===== src/rtl/rv32i_types_pkg.sv =====
// Shared RV32I core types: reorder-buffer tag width and the per-slot entry record.
package rv32i_types;

  localparam int LEN_ID = 3;

  typedef struct packed {
    logic        valid;
    logic        done;
    logic        isrd;
    logic [4:0]  rd;
    logic [31:0] data;
  } rob_entry_t;

endpackage


===== src/rtl/rob_flush_snapshot.sv =====
// Mispredict recovery rename snapshot: for every architectural register, find the
// youngest surviving ROB entry (head .. cdb_id) that still produces it.
module rob_flush_snapshot
  import rv32i_types::*;
#(
  parameter int len_id = LEN_ID,
  localparam int DEPTH = 2 ** len_id
) (
  input  logic [DEPTH-1:0]             slot_valid,
  input  logic [DEPTH-1:0]             slot_isrd,
  input  logic [DEPTH-1:0][4:0]        slot_rd,
  input  logic [len_id-1:0]            head,
  input  logic [len_id-1:0]            cdb_id,
  input  logic                         commit,
  output logic [31:0]                  flush_dep_rf_en,
  output logic [31:0][len_id-1:0]      flush_dep_rf
);

  logic [len_id-1:0] span;
  logic [len_id-1:0] slot;

  assign span = cdb_id - head;

  // Walk oldest to youngest so the last match written is the youngest producer.
  always_comb begin
    flush_dep_rf_en = '0;
    flush_dep_rf    = '0;
    slot            = '0;
    for (int unsigned k = 0; k < DEPTH; k++) begin
      slot = head + len_id'(k);
      if ((len_id'(k) <= span) && !((k == 0) && commit) &&
          slot_valid[slot] && slot_isrd[slot] && (slot_rd[slot] != 5'd0)) begin
        flush_dep_rf_en[slot_rd[slot]] = 1'b1;
        flush_dep_rf[slot_rd[slot]]    = slot;
      end
    end
  end

endmodule


===== src/rtl/rob_commit_unit.sv =====
// Reorder buffer: tag allocation at issue, CDB capture, in-order single retire,
// and mispredict squash with register rename snapshot.
module rob_commit_unit
  import rv32i_types::*;
#(
  parameter int len_id = LEN_ID
) (
  input  logic                    clk,
  input  logic                    rst,
  input  logic                    issue_req,
  input  logic                    issue_isrd,
  input  logic [4:0]              issue_rd,
  output logic [len_id-1:0]       rob_id,
  output logic                    rob_full,
  input  logic                    cdb_valid,
  input  logic [len_id-1:0]       cdb_id,
  input  logic [31:0]             cdb_data,
  input  logic                    cdb_mispred,
  input  logic [31:0]             cdb_target,
  input  logic [len_id-1:0]       rob_sr1_id,
  output logic                    rob_sr1_rdy,
  output logic [31:0]             rob_sr1_val,
  input  logic [len_id-1:0]       rob_sr2_id,
  output logic                    rob_sr2_rdy,
  output logic [31:0]             rob_sr2_val,
  output logic                    commit_rf_en,
  output logic [4:0]              commit_rd,
  output logic [31:0]             commit_data,
  output logic                    flush_rf_en,
  output logic [31:0]             flush_dep_rf_en,
  output logic [31:0][len_id-1:0] flush_dep_rf,
  output logic                    flush_pc_en,
  output logic [31:0]             flush_pc
);

  localparam int DEPTH = 2 ** len_id;
  localparam logic [len_id:0] PTR_ONE = 1;

  logic [len_id:0]   head_q, head_d, tail_q, tail_d;
  rob_entry_t        entries_q [DEPTH];
  rob_entry_t        entries_d [DEPTH];

  logic [len_id-1:0] head_idx, tail_idx, flush_span;
  logic              full, cdb_hit, flush, commit, issue;
  logic [DEPTH-1:0]      slot_valid, slot_isrd;
  logic [DEPTH-1:0][4:0] slot_rd;
  logic [31:0]             snap_en;
  logic [31:0][len_id-1:0] snap_tag;

  assign head_idx   = head_q[len_id-1:0];
  assign tail_idx   = tail_q[len_id-1:0];
  assign full       = (head_idx == tail_idx) && (head_q[len_id] != tail_q[len_id]);
  assign cdb_hit    = cdb_valid && entries_q[cdb_id].valid;
  assign flush      = !rst && cdb_hit && cdb_mispred;
  assign commit     = !rst && entries_q[head_idx].valid && entries_q[head_idx].done;
  assign issue      = !rst && issue_req && !full && !flush;
  assign flush_span = cdb_id - head_idx;

  always_comb begin
    for (int unsigned i = 0; i < DEPTH; i++) begin
      slot_valid[i] = entries_q[i].valid;
      slot_isrd[i]  = entries_q[i].isrd;
      slot_rd[i]    = entries_q[i].rd;
    end
  end

  rob_flush_snapshot #(.len_id(len_id)) u_snapshot (
    .slot_valid      (slot_valid),
    .slot_isrd       (slot_isrd),
    .slot_rd         (slot_rd),
    .head            (head_idx),
    .cdb_id          (cdb_id),
    .commit          (commit),
    .flush_dep_rf_en (snap_en),
    .flush_dep_rf    (snap_tag)
  );

  always_comb begin
    rob_id          = rst ? '0 : tail_idx;
    rob_full        = !rst && full;
    commit_rf_en    = commit;
    commit_rd       = entries_q[head_idx].isrd ? entries_q[head_idx].rd : 5'd0;
    commit_data     = entries_q[head_idx].data;
    flush_rf_en     = flush;
    flush_pc_en     = flush;
    flush_pc        = cdb_target;
    flush_dep_rf_en = flush ? snap_en : '0;
    flush_dep_rf    = flush ? snap_tag : '0;
    rob_sr1_rdy     = !rst && ((entries_q[rob_sr1_id].valid && entries_q[rob_sr1_id].done) ||
                               (cdb_valid && (cdb_id == rob_sr1_id)));
    rob_sr1_val     = (cdb_valid && (cdb_id == rob_sr1_id)) ? cdb_data : entries_q[rob_sr1_id].data;
    rob_sr2_rdy     = !rst && ((entries_q[rob_sr2_id].valid && entries_q[rob_sr2_id].done) ||
                               (cdb_valid && (cdb_id == rob_sr2_id)));
    rob_sr2_val     = (cdb_valid && (cdb_id == rob_sr2_id)) ? cdb_data : entries_q[rob_sr2_id].data;
  end

  // Order matters: CDB capture, then retire clears head, then squash, then allocate.
  always_comb begin
    entries_d = entries_q;
    head_d    = head_q;
    tail_d    = tail_q;
    if (cdb_hit) begin
      entries_d[cdb_id].done = 1'b1;
      entries_d[cdb_id].data = cdb_data;
    end
    if (commit) begin
      entries_d[head_idx].valid = 1'b0;
      entries_d[head_idx].done  = 1'b0;
      head_d = head_q + PTR_ONE;
    end
    if (flush) begin
      for (int unsigned i = 0; i < DEPTH; i++) begin
        if ((len_id'(i) - head_idx) > flush_span) begin
          entries_d[i].valid = 1'b0;
          entries_d[i].done  = 1'b0;
        end
      end
      tail_d = head_q + {1'b0, flush_span} + PTR_ONE;
    end
    if (issue) begin
      entries_d[tail_idx].valid = 1'b1;
      entries_d[tail_idx].done  = 1'b0;
      entries_d[tail_idx].isrd  = issue_isrd;
      entries_d[tail_idx].rd    = issue_rd;
      entries_d[tail_idx].data  = '0;
      tail_d = tail_q + PTR_ONE;
    end
  end

  always_ff @(posedge clk) begin
    if (rst) begin
      head_q <= '0;
      tail_q <= '0;
      for (int unsigned i = 0; i < DEPTH; i++) entries_q[i] <= '0;
    end else begin
      head_q    <= head_d;
      tail_q    <= tail_d;
      entries_q <= entries_d;
    end
  end

endmodule


===== config.mk =====
export PLATFORM = sky130hd
export DESIGN_NAME = rob_commit_unit
export DESIGN_NICKNAME = d
export VERILOG_FILES = /design/src/rtl/rv32i_types_pkg.sv /design/src/rtl/rob_flush_snapshot.sv /design/src/rtl/rob_commit_unit.sv
export SDC_FILE = /design/constraint.sdc
export NUM_CORES = 2
export LEC_CHECK = 0
export CAP_MARGIN = 20
export CORE_AREA = 3 3 289 291
export DETAILED_ROUTE_END_ITERATION = 7
export DIE_AREA = 0 0 292 294
export HOLD_SLACK_MARGIN = 0.02
export PLACE_DENSITY = 0.71
export SYNTH_ARGS = -nofsm -noshare
export SYNTH_HDL_FRONTEND = slang
export SYNTH_HIERARCHICAL = 1
export SYNTH_SLANG_ARGS = --single-unit

===== constraint.sdc =====
create_clock -name clk -period 11.2 [get_ports clk]
set_input_delay 2.24 -clock clk [delete_from_list [all_inputs] [get_ports clk]]
set_output_delay 2.24 -clock clk [all_outputs]
set_load 0.01 [all_outputs]

==> impl_metrics.ini <==
[run_status]
status = finished with violations
violations = DRC

[worst_setup_path]
critPathCaptureType = primary output
worstPathCellList = buf_2 -> buf_4 -> nor2_1 -> a2bb2oi_1 -> inv_1 -> or2_2 -> nor4b_1 -> nor2_1 -> o32ai_1 -> a21oi_1 -> nand3b_1 -> o2111ai_1 -> o211a_1 -> and2_1 -> clkdlybuf4s50_1
max_stage_delay_ps = 900
path_class = input port to primary output
worst_r2r_path_depth = 11
cp.required_ps = 8960
worstSetupStartpoint = rst
rr_startpoint = head_q[0]
critPathLaunchType = input port
path_common_cell = nor2_1
reg2reg_to = entries_q[39]
crit_family = simple AND/OR/NAND/NOR gates
r2r_setup_slack_ps = 7200
cp_slowest_cell = nor4b_1
worstPathArrival_ps = 7590
worst-path-buf-inv = 4
cp_max_fo = 66

[clock_tree]
path_clk_slew_ps = 60
clk_latency_ps = 580
cts_resized = 0
htreeDepth = 2
clockBufferDepth = 3
cts_hold_buf = 0
cts_buffers = 39
clock-sinks = 328
cts_setup_buffers = 0
cts_tree = yes
clockRootBuffer = clkbuf_16

[global_route]
grt_max_degree = 135
grt_overflow = 0
first_global_vias = 36100
grt_util_all_layers_pct = 38.4
grt_pass1_wl_mm = 247
antenna_found_initial = 12

[layout]
area_growth_pct = 12.6
utilization_pct = 49.5
drive_above_1_share_pct = 13.5
finalNetCount = 4554
fillers = 7814

[sta]
post-route-min-period_ps = 9830
worst-slew-pin-transition_ps = 1250
grt_setup_unrepaired = no
setup_slack_ps = 1370
hold_violations = 0
drv_slew = 0
setup_tns_ps = 0
finalClockSkew_ps = 30.9
fmax_mhz = 102
slew_headroom_pct = 16.1
post-route-period-util_pct = 87.8
setup_viol = 0
hold_ws_ps = 476

[place]
port_buffers = 285
gp_congestion = 1.10
place_hpwl_mm = 116
pre_cts_slack_ps = 1560

[min_path]
hold_depth = 2
worstHoldStart = entries_q[240]
hold_class = flip-flop to flip-flop
hold_end = entries_q[240]

[route]
route.detailed.drc = 2
drt-total-wl_mm = 171
drt_iter0_markers = 6409
wire_per_inst_um = 30.9
drtPass1Iterations = 8
vias = 39400
ant_nets = 0
via_per_inst = 7.11

[synth]
synth_simple_gate_area_share_pct = 25.1
yosys_most_used_dff = dfxtp_1
synthXorXnorAreaFrac_pct = 0.751
syn_inst = 4454
synthAdderAreaFrac_pct = 0.980
synth.distinct_cells = 125
syn_area_sq_mm = 0.0355
yosys_register_bits = 328
synth-compound-area-share_pct = 21.1
ys_warn_count = 6
synth_edf_count = 0
synth_top_family_by_area = multiplexers
synth_mux_area_share_pct = 27.1
async_flop_share_pct = 0
syn_area_per_cell_sq_um = 7.97
ys_seq_area_share_pct = 18.5

[floorplan]
die_y_um = 294
dieArea_sq_mm = 0.0858
core_sq_mm = 0.0808
rows = 104
io_pins = 354
initial_utilization_pct = 43.9
die_w_um = 292

[power]
p_leak_nw = 14.2
power_mw = 2.84
ir_drop_v = 0.000127
powerDensity_mw_per_mm2 = 71.1

[run]
drv_cap = 0
## worst max path at each step
stage	to	slack [ps]	depth (start not counted)
final	flush_dep_rf[35]	1370	15
after detailed placement	flush_dep_rf[19]	1560	14
after global routing	flush_dep_rf[19]	1130	14
after floorplan	flush_dep_rf[8]	3630	20
after global placement	flush_dep_rf[19]	1590	14
after CTS	flush_dep_rf[19]	1530	14
## kinds of logic after synthesis
group / after synthesis
AND/OR/NAND/NOR: 1821
AO/OA/AOI/OAI: 1166
multiplexers: 597
buffers and inverters: 487
flip-flops: 328
XOR/XNOR: 28
adder cells (fa/ha/maj): 26
other: 1
## Yosys cell counts (20+ instances only)
cell type,count,area (sq um)
nor2_1,486,1820
o211ai_1,40,300
nor2b_1,37,231
inv_1,41,154
o21a_1,23,173
clkbuf_1,215,807
a21oi_1,396,1980
mux2_2,28,315
nand2_1,513,1930
nand4_1,61,382
and3_1,24,150
nand3b_1,22,165
nand2b_1,50,313
buf_2,107,536
o31ai_1,21,158
a21o_1,20,150
nand3_1,187,936
a211oi_1,40,300
o22ai_1,32,200
nor4_1,36,225
buf_1,50,188
buf_4,52,390
and2_1,164,1030
xnor2_1,20,175
a31oi_1,40,250
o21ai_0,285,1430
mux2i_1,280,2800
dfxtp_1,328,6570
nor3_1,98,490
nor3b_1,23,173
mux4_2,279,6280
or3_1,25,156
ha_1,23,288
## routing by layer
| layer | vias up | routed length (um) | track usage (%) | share of wire, % |
|---|---|---|---|---|
| met5 | - | 45 | 0 | 0.026 |
| li1 | 16700 | - | - | - |
| met4 | 8 | 12000 | 21.6 | 7.0 |
| met1 | 18800 | 63900 | 50.4 | 37 |
| met2 | 3197 | 71900 | 56.6 | 42 |
| met3 | 715 | 23400 | 11.0 | 14 |
## layout make-up
cell class | instances | area, sq um | area share [%]
clock inverter | 19 | 255 | 0.639
timing repair buffer | 386 | 3610 | 9.04
antenna | 11 | 27.5 | 0.0689
clock buffer | 52 | 1090 | 2.72
multi-input combinational | 3642 | 26900 | 67.3
sequential | 328 | 6580 | 16.5
tap | 1060 | 1330 | 3.32
inverter | 47 | 183 | 0.457
## worst min-delay path, cell delays in order (launching register included)
cell,delay (ps)
dfxtp_1,320
nand2_1,60
a21oi_1,50
## through the flow
step                      cells  instance area, sq um
after global routing       5537                 39900
after detailed placement   5459                 38600
after floorplan            4457                 35500
final                      5545                 40000
after CTS                  5530                 39900
after global placement     5458                 38600
## cell usage in the layout (no fill, tap or decap), types with 24 or more instances in the layout
master and n:
a211oi_1 40, a21oi_1 396, a31oi_1 39, and2_1 163
and3_1 24, buf_4 98, clkbuf_16 40, clkdlybuf4s50_1 278
dfxtp_1 325, inv_1 40, mux2_2 28, mux2i_1 278
mux4_2 279, nand2_1 512, nand2b_1 50, nand3_1 187
nand4_1 61, nor2_1 485, nor2b_1 36, nor3_1 98
nor4_1 36, o211ai_1 40, o21ai_0 283, o22ai_1 32
or3_1 25
## flip-flops by register name (all words and copies together) (netlist names)
| register | flops |
|---|---|
| entries_q | 320 |
| head_q | 4 |
| tail_q | 4 |
## report_power, final
part / internal [mW] / switching (mW) / leakage (nW) / total, mW
Combinational: 0.106 / 0.205 / 10.9 / 0.311
Clock: 0.805 / 0.542 / 0.657 / 1.35
Sequential: 1.17 / 0.0114 / 2.64 / 1.18
Total: 2.08 / 0.759 / 14.2 / 2.84
No activity file was read; power rests on OpenSTA's default activity.
